**src/rtl/slow_clk_edge_monitor.sv**
```systemverilog
// Purpose : turns a slow asynchronous square wave into rise/fall clock-enable strobes and measures its period.
// Latency : a slow_in change first sampled at edge k gives a one-cycle strobe from edge k+SYNC_STAGES.
// Backpressure: none; strobes are single-cycle and are not held for a consumer.
//
// Ports:
//   clk_100mhz   - system clock, the only clock domain
//   reset        - asynchronous active-high reset
//   slow_in      - asynchronous slow square wave (divided clock, button, step line)
//   enable       - monitor enable, synchronous to clk_100mhz
//   rise_pulse   - one-cycle strobe per synchronised rising edge (enabled only)
//   fall_pulse   - one-cycle strobe per synchronised falling edge (enabled only)
//   period       - last measured rise-to-rise period in clk_100mhz cycles
//   period_valid - one-cycle strobe when period updates
//   stalled      - level, no rising edge for TIMEOUT cycles
//   edge_count   - wrapping count of rising edges seen while enabled
//
// SYNC_STAGES must be at least 2, and TIMEOUT must fit in CNT_W bits.
module slow_clk_edge_monitor #(
   parameter int SYNC_STAGES = 2,
   parameter int CNT_W       = 27,
   parameter int TIMEOUT     = 100_000_000
) (
   input  logic             clk_100mhz,
   input  logic             reset,
   input  logic             slow_in,
   input  logic             enable,
   output logic             rise_pulse,
   output logic             fall_pulse,
   output logic [CNT_W-1:0] period,
   output logic             period_valid,
   output logic             stalled,
   output logic [15:0]      edge_count
);

   typedef enum logic [1:0] {
      IDLE,
      MEASURE,
      STALLED
   } state_t;

   // Counter value on the last cycle before the source counts as stalled.
   localparam logic [CNT_W-1:0] LAST_CNT = CNT_W'(TIMEOUT - 1);

   state_t                 state;
   logic [SYNC_STAGES-1:0] sync_q;
   logic                   prev_q;
   logic [CNT_W-1:0]       counter;
   logic                   sync_out;
   logic                   rise;
   logic                   fall;

   // Synchroniser chain plus previous-sample flop. Runs regardless of enable
   // so that re-enabling never sees a stale level as a fresh edge.
   always_ff @(posedge clk_100mhz or posedge reset) begin
      if (reset) begin
         sync_q <= '0;
         prev_q <= 1'b0;
      end else begin
         sync_q <= {sync_q[SYNC_STAGES-2:0], slow_in};
         prev_q <= sync_q[SYNC_STAGES-1];
      end
   end

   assign sync_out = sync_q[SYNC_STAGES-1];
   assign rise     = sync_out & ~prev_q;
   assign fall     = ~sync_out & prev_q;

   // Registered strobes and the rising-edge tally, gated by enable.
   always_ff @(posedge clk_100mhz or posedge reset) begin
      if (reset) begin
         rise_pulse <= 1'b0;
         fall_pulse <= 1'b0;
         edge_count <= 16'd0;
      end else begin
         rise_pulse <= rise & enable;
         fall_pulse <= fall & enable;
         if (rise && enable) begin
            edge_count <= edge_count + 16'd1;
         end
      end
   end

   // Period measurement FSM. The counter holds the number of cycles elapsed
   // since the last rise event minus one, so the reported period is counter+1.
   always_ff @(posedge clk_100mhz or posedge reset) begin
      if (reset) begin
         state        <= IDLE;
         counter      <= '0;
         period       <= '0;
         period_valid <= 1'b0;
         stalled      <= 1'b0;
      end else begin
         period_valid <= 1'b0;
         if (!enable) begin
            // period is deliberately retained across a disable.
            state   <= IDLE;
            counter <= '0;
            stalled <= 1'b0;
         end else begin
            case (state)
               IDLE: begin
                  counter <= '0;
                  stalled <= 1'b0;
                  // First edge only sets the reference point.
                  if (rise) begin
                     state <= MEASURE;
                  end
               end
               MEASURE: begin
                  // A rise coinciding with the last count wins over the stall.
                  if (rise) begin
                     period       <= counter + CNT_W'(1);
                     period_valid <= 1'b1;
                     counter      <= '0;
                  end else if (counter == LAST_CNT) begin
                     state   <= STALLED;
                     stalled <= 1'b1;
                  end else begin
                     counter <= counter + CNT_W'(1);
                  end
               end
               STALLED: begin
                  // Counter holds; the stall gap is not a valid period.
                  if (rise) begin
                     state   <= MEASURE;
                     counter <= '0;
                     stalled <= 1'b0;
                  end
               end
               default: begin
                  state   <= IDLE;
                  counter <= '0;
                  stalled <= 1'b0;
               end
            endcase
         end
      end
   end

endmodule

```
**config.mk**
```make
export PLATFORM = sky130hd
export DESIGN_NAME = slow_clk_edge_monitor
export DESIGN_NICKNAME = d
export VERILOG_FILES = /design/src/rtl/slow_clk_edge_monitor.sv
export SDC_FILE = /design/constraint.sdc
export NUM_CORES = 1
export LEC_CHECK = 0
export CAP_MARGIN = 20
export CORE_AREA = 10 10 110 112
export CTS_CLUSTER_SIZE = 14
export DETAILED_ROUTE_END_ITERATION = 8
export DIE_AREA = 0 0 120 122
export PLACE_DENSITY_LB_ADDON = 0.3
export SLEW_MARGIN = 20
export SYNTH_ARGS = -nofsm -noshare
export SYNTH_HDL_FRONTEND = slang
export SYNTH_SLANG_ARGS = --single-unit
```
**constraint.sdc**
```tcl
create_clock -name clk_100mhz -period 8.22 [get_ports clk_100mhz]
set_clock_uncertainty 0.1 [all_clocks]
set_input_delay 1.644 -clock clk_100mhz [delete_from_list [all_inputs] [get_ports clk_100mhz]]
set_output_delay 1.644 -clock clk_100mhz [all_outputs]
set_load 0.1 [all_outputs]
```
Word-level counts from Yosys, hierarchy flattened
Cells that the tools add are included.

Flip-flop bits (word level): 79. Output and inout port bits: 47. Bits of input ports: 4. Logic and storage cells: 51.

Reductions and logical operators: 7. Eq/ne operators: 8. $add $sub $neg: 2. Bitwise logic cells: 6. Multiplexer cells: 18.

Operator list (count): two-way mux 27 bit (4); one-hot mux 27 bit (2 select lines) (1); adder 27 x 1 -> 27 bit, second input constant (1); == test 27 bit, second input constant (1); adder 16 x 1 -> 16 bit, second input constant (1); != test 3 bit, second input constant (3); AND reduction 3 bit (3); two-way mux 2 bit (4); two-way mux 1 bit (7); AND 1 bit (4); != test 4 bit, second input constant (1); one-hot mux 2 bit (2 select lines) (1); != test 3 x 2 -> 1 bit, second input constant (1); == test 2 x 1 -> 1 bit, second input constant (1); == test 2 bit, second input constant (1); logical NOT 2 bit (1); inverter 1 bit (2); one-hot mux 1 bit (2 select lines) (1); AND reduction 2 bit (1); OR reduction 2 bit (1); logical AND 1 bit (1).

Logic depth before layout (Yosys ltp)
Depth after elaboration: 5. Depth in mapped cells: 7. Depth with buffers taken out: 6.

Least setup slack after synthesis
No wires, ideal clock.

Path kind: in2reg. Start point: in enable. End point: reg edge_count[12]. Library setup time: 159 ps. Cell stages on the path: 6. Slack: 5110 ps. Required time: 7961 ps. Path buffers: 1. Data arrival time: 2851 ps. Path through: clkbuf_1 -> nand2_1 -> nor4_1 -> and3_1 -> nand4_1 -> xnor2_1.

Longest elaborated chain between the ends: 1.

RTL lines: start: declaration (RTL line 26) `input logic enable,`; logical AND 1 bit (RTL line 77) `if (rise && enable) begin`; end signal: assignment (RTL line 78) `edge_count <= edge_count + 16'd1;`; end: declaration (RTL line 32) `output logic [15:0] edge_count`.

No other way between the ends. A chain may end at the register's enable or synchronous reset.

Worst setup path in the final report
Start point: reg edge_count[4]. End point: out edge_count[4].

No word-level cell between the ends.

==> impl_metrics.ini <==
[run_status]
status = finished clean

[setup_path]
worstPathArrival_ns = 1.96
path_cells = clkdlybuf4s50_1
cp_slowest_cell = clkdlybuf4s50_1
crit_required_ns = 6.48
r2r-start = counter[1]
path_max_fanout = 5
cp-startpoint = edge_count[4]
cp-start-kind = flip-flop
worst-setup-path-type = reg -> out
crit_path_end_kind = output pin
path_buf_inv = 1
slowest_delay_ns = 1.17
critPathTopFamily = buffers and inverters

[power]
powerDensity_nw_per_um2 = 199
ir_drop_v = 0.000139
power.leakage_nw = 1.96

[grt]
grt_start_max_net_pins = 80
antenna_found_initial = 0
grt_pass1_wl_mm = 14.3
grt_usage_pct = 11.8
overflow = 0
grt_pass1_vias = 2840

[sta]
setup_viol = 0
setup_ws_ns = 4.51
rsz0062_at_grt = no
relSlewSlack_pct = 33.6
tightestPinTransition_ns = 0.993
finalMaxSlewViolations = 0
period_needed_ns = 3.71
period_share_pct = 45.1
final-hold-violation-count = 0
tns_ns = 0
fmax_mhz = 270

[logic_synthesis]
synth-compound-area-share_pct = 12.8
synth-edff-count = 0
synthMuxAreaShare_pct = 1.13
ys_async_sr_fraction_pct = 100
ys.flop_type = dfrtp_1
synth_area_um2 = 3890
ys_seq_area_share_pct = 50.8
synthAdderAreaFrac_pct = 0.643
synth_seq_cells = 79
synthXorXnorAreaFrac_pct = 8.78
syn-num-nets = 399
syn_area_per_cell_um2 = 9.90
synth_top_family_by_area = simple AND/OR/NAND/NOR gates
yosys.area_share.simple_pct = 21.5
synth.distinct_cells = 54
yosysWarnings = 0
synth_cells = 393

[final_layout]
area_growth_pct = 19.2
n_fill_cell = 961
multi_input_area_um2 = 1750
drive_gt1_share_pct = 7.82
n_antenna_cell = 0
seqCellArea_um2 = 1980
fin_nets = 436

[cts]
cts_inserted_buffers = 9
cts.htree.levels = 3
cts-root-buf = clkbuf_8
cts_hold_buf = 0
clock-sinks = 79
cts_resized = 0
cts_tree = done
clkTransAtPathRegs_ns = 0.09
clock_latency_ns = 0.36
clk_path_buf_depth = 2
cts_setup_buffers = 0

[floorplanning]
die_h_um = 122
rows = 37
dieWidth_um = 120
initial_utilization_pct = 38.7
fp.coreArea_um2 = 10000
io_pins = 51
die_area_um2 = 14600

[detailed_routing]
drt_first_pass_iters = 4
wl_per_cell_um = 14.9
drt_iter0_markers = 140
drcViolationCount = 0
drt-total-wl_mm = 8.52
via_per_inst = 5.16
via_count = 2949
ant_nets = 0

[run]
maxCapViolations = 0

[placement]
post-place-ws_ns = 4.19
io_buffers = 50
gp_congestion = 0.828
place_hpwl_mm = 5.82

[min_path]
hp-class = reg -> reg
min-delay-start = sync_q[0]
## metal layers
metal,track usage (%),routed length [µm],vias up
met5,0,0,-
met4,6.71,199,0
met3,2.73,449,14
met2,18.0,3880,64
met1,15.3,3990,1410
li1,-,-,1461
## cell usage after synthesis (3+ instances only)
cell      count  share of area, %
a21oi_1       6              0.77
nand4_1      11               1.8
nor4_1        9               1.4
nand3_1      21               2.7
mux2_2        3              0.87
nor2_1       13               1.3
inv_1        11               1.1
buf_2         4              0.51
a21o_1        3              0.58
dfrtp_1      79                51
nand2_1      55               5.3
buf_4         3              0.58
nor3_1        6              0.77
o31ai_1       9               1.7
xor2_1       16               3.6
a31oi_1       4              0.64
and3_1        8               1.3
and4_1        3              0.68
o21ai_0      47               6.0
clkbuf_1     16               1.5
xnor2_1      23               5.2
## cells by family (layout without fill, tap and decap cells)
kind of cell | after synthesis | in the layout
flip-flops | 79 | 79
AO/OA/AOI/OAI | 83 | 83
adder cells (fa/ha/maj) | 2 | 2
AND/OR/NAND/NOR | 149 | 149
buffers and inverters | 37 | 79
XOR/XNOR | 39 | 39
multiplexers | 4 | 4
## cell usage in the layout, fill, tap and decap left out, drive strengths merged, types with 2 or more instances in the layout
cell,count
or3,2
nor3,6
a21o,3
nor4,11
nand3,23
and3,8
ha,2
and2,2
a31oi,4
nand2b,2
buf,2
mux2,3
xnor2,23
clkbuf,9
clkdlybuf4s50,50
clkinv,3
nand4,14
inv,14
nor2,13
dfrtp,79
o31ai,9
and4,4
nor2b,2
a21oi,6
o21ai,50
nand2,55
xor2,16
nor3b,2
## worst paths after layout
path / depth (start not counted) / end / slack [ns]
min: 0 / sync_q[1] / 0.26
max reg2reg: 6 / period[26] / 5.53
min in group asynchronous: 3 / edge_count[12] / 1.69
max in group asynchronous: 3 / period[19] / 5.84
max: 1 / edge_count[4] / 4.51
min reg2reg: 0 / sync_q[1] / 0.26
## state kept, by name, summed over array words and instances, names as in the netlist
name and flops:
period 27, prev_q 1, fall_pulse 1, counter 27, stalled 1, state 2
rise_pulse 1, sync_q 2, edge_count 16, period_valid 1
## per-stage QoR
stage | power [mW] | std cells | utilization [%] | instance area (µm²) | hold slack, ns
floorplan | 0.612 | 393 | - | 3890 | 0.231
global placement | 0.666 | 555 | 44.3 | 4450 | 0.236
detailed placement | 0.668 | 555 | 44.3 | 4450 | 0.236
CTS | 0.937 | 571 | 46.0 | 4630 | 0.257
global route | 0.964 | 571 | 46.2 | 4640 | 0.260
finish | 0.924 | 571 | 46.2 | 4640 | 0.256
## cell type report
class,instances,share of cell area [%]
timing repair buffer,52,11.2
multi-input combinational,277,37.8
clock buffer,9,2.67
inverter,11,0.917
tap,136,3.67
sequential,79,42.6
clock inverter,7,1.13
## worst register-to-register path: stages (launching register included)
cell     delay, ns
dfrtp_1       0.47
ha_1          0.29
nand3_2       0.30
nor4_4        0.72
and4_1        0.36
xnor2_1       0.19
o21ai_0       0.12
## where the power goes
part / switching, mW / internal, mW
Sequential: 0.0231 / 0.410
Clock: 0.154 / 0.113
Combinational: 0.173 / 0.0516
Total: 0.351 / 0.574
Power figures use the tool's default switching activity.
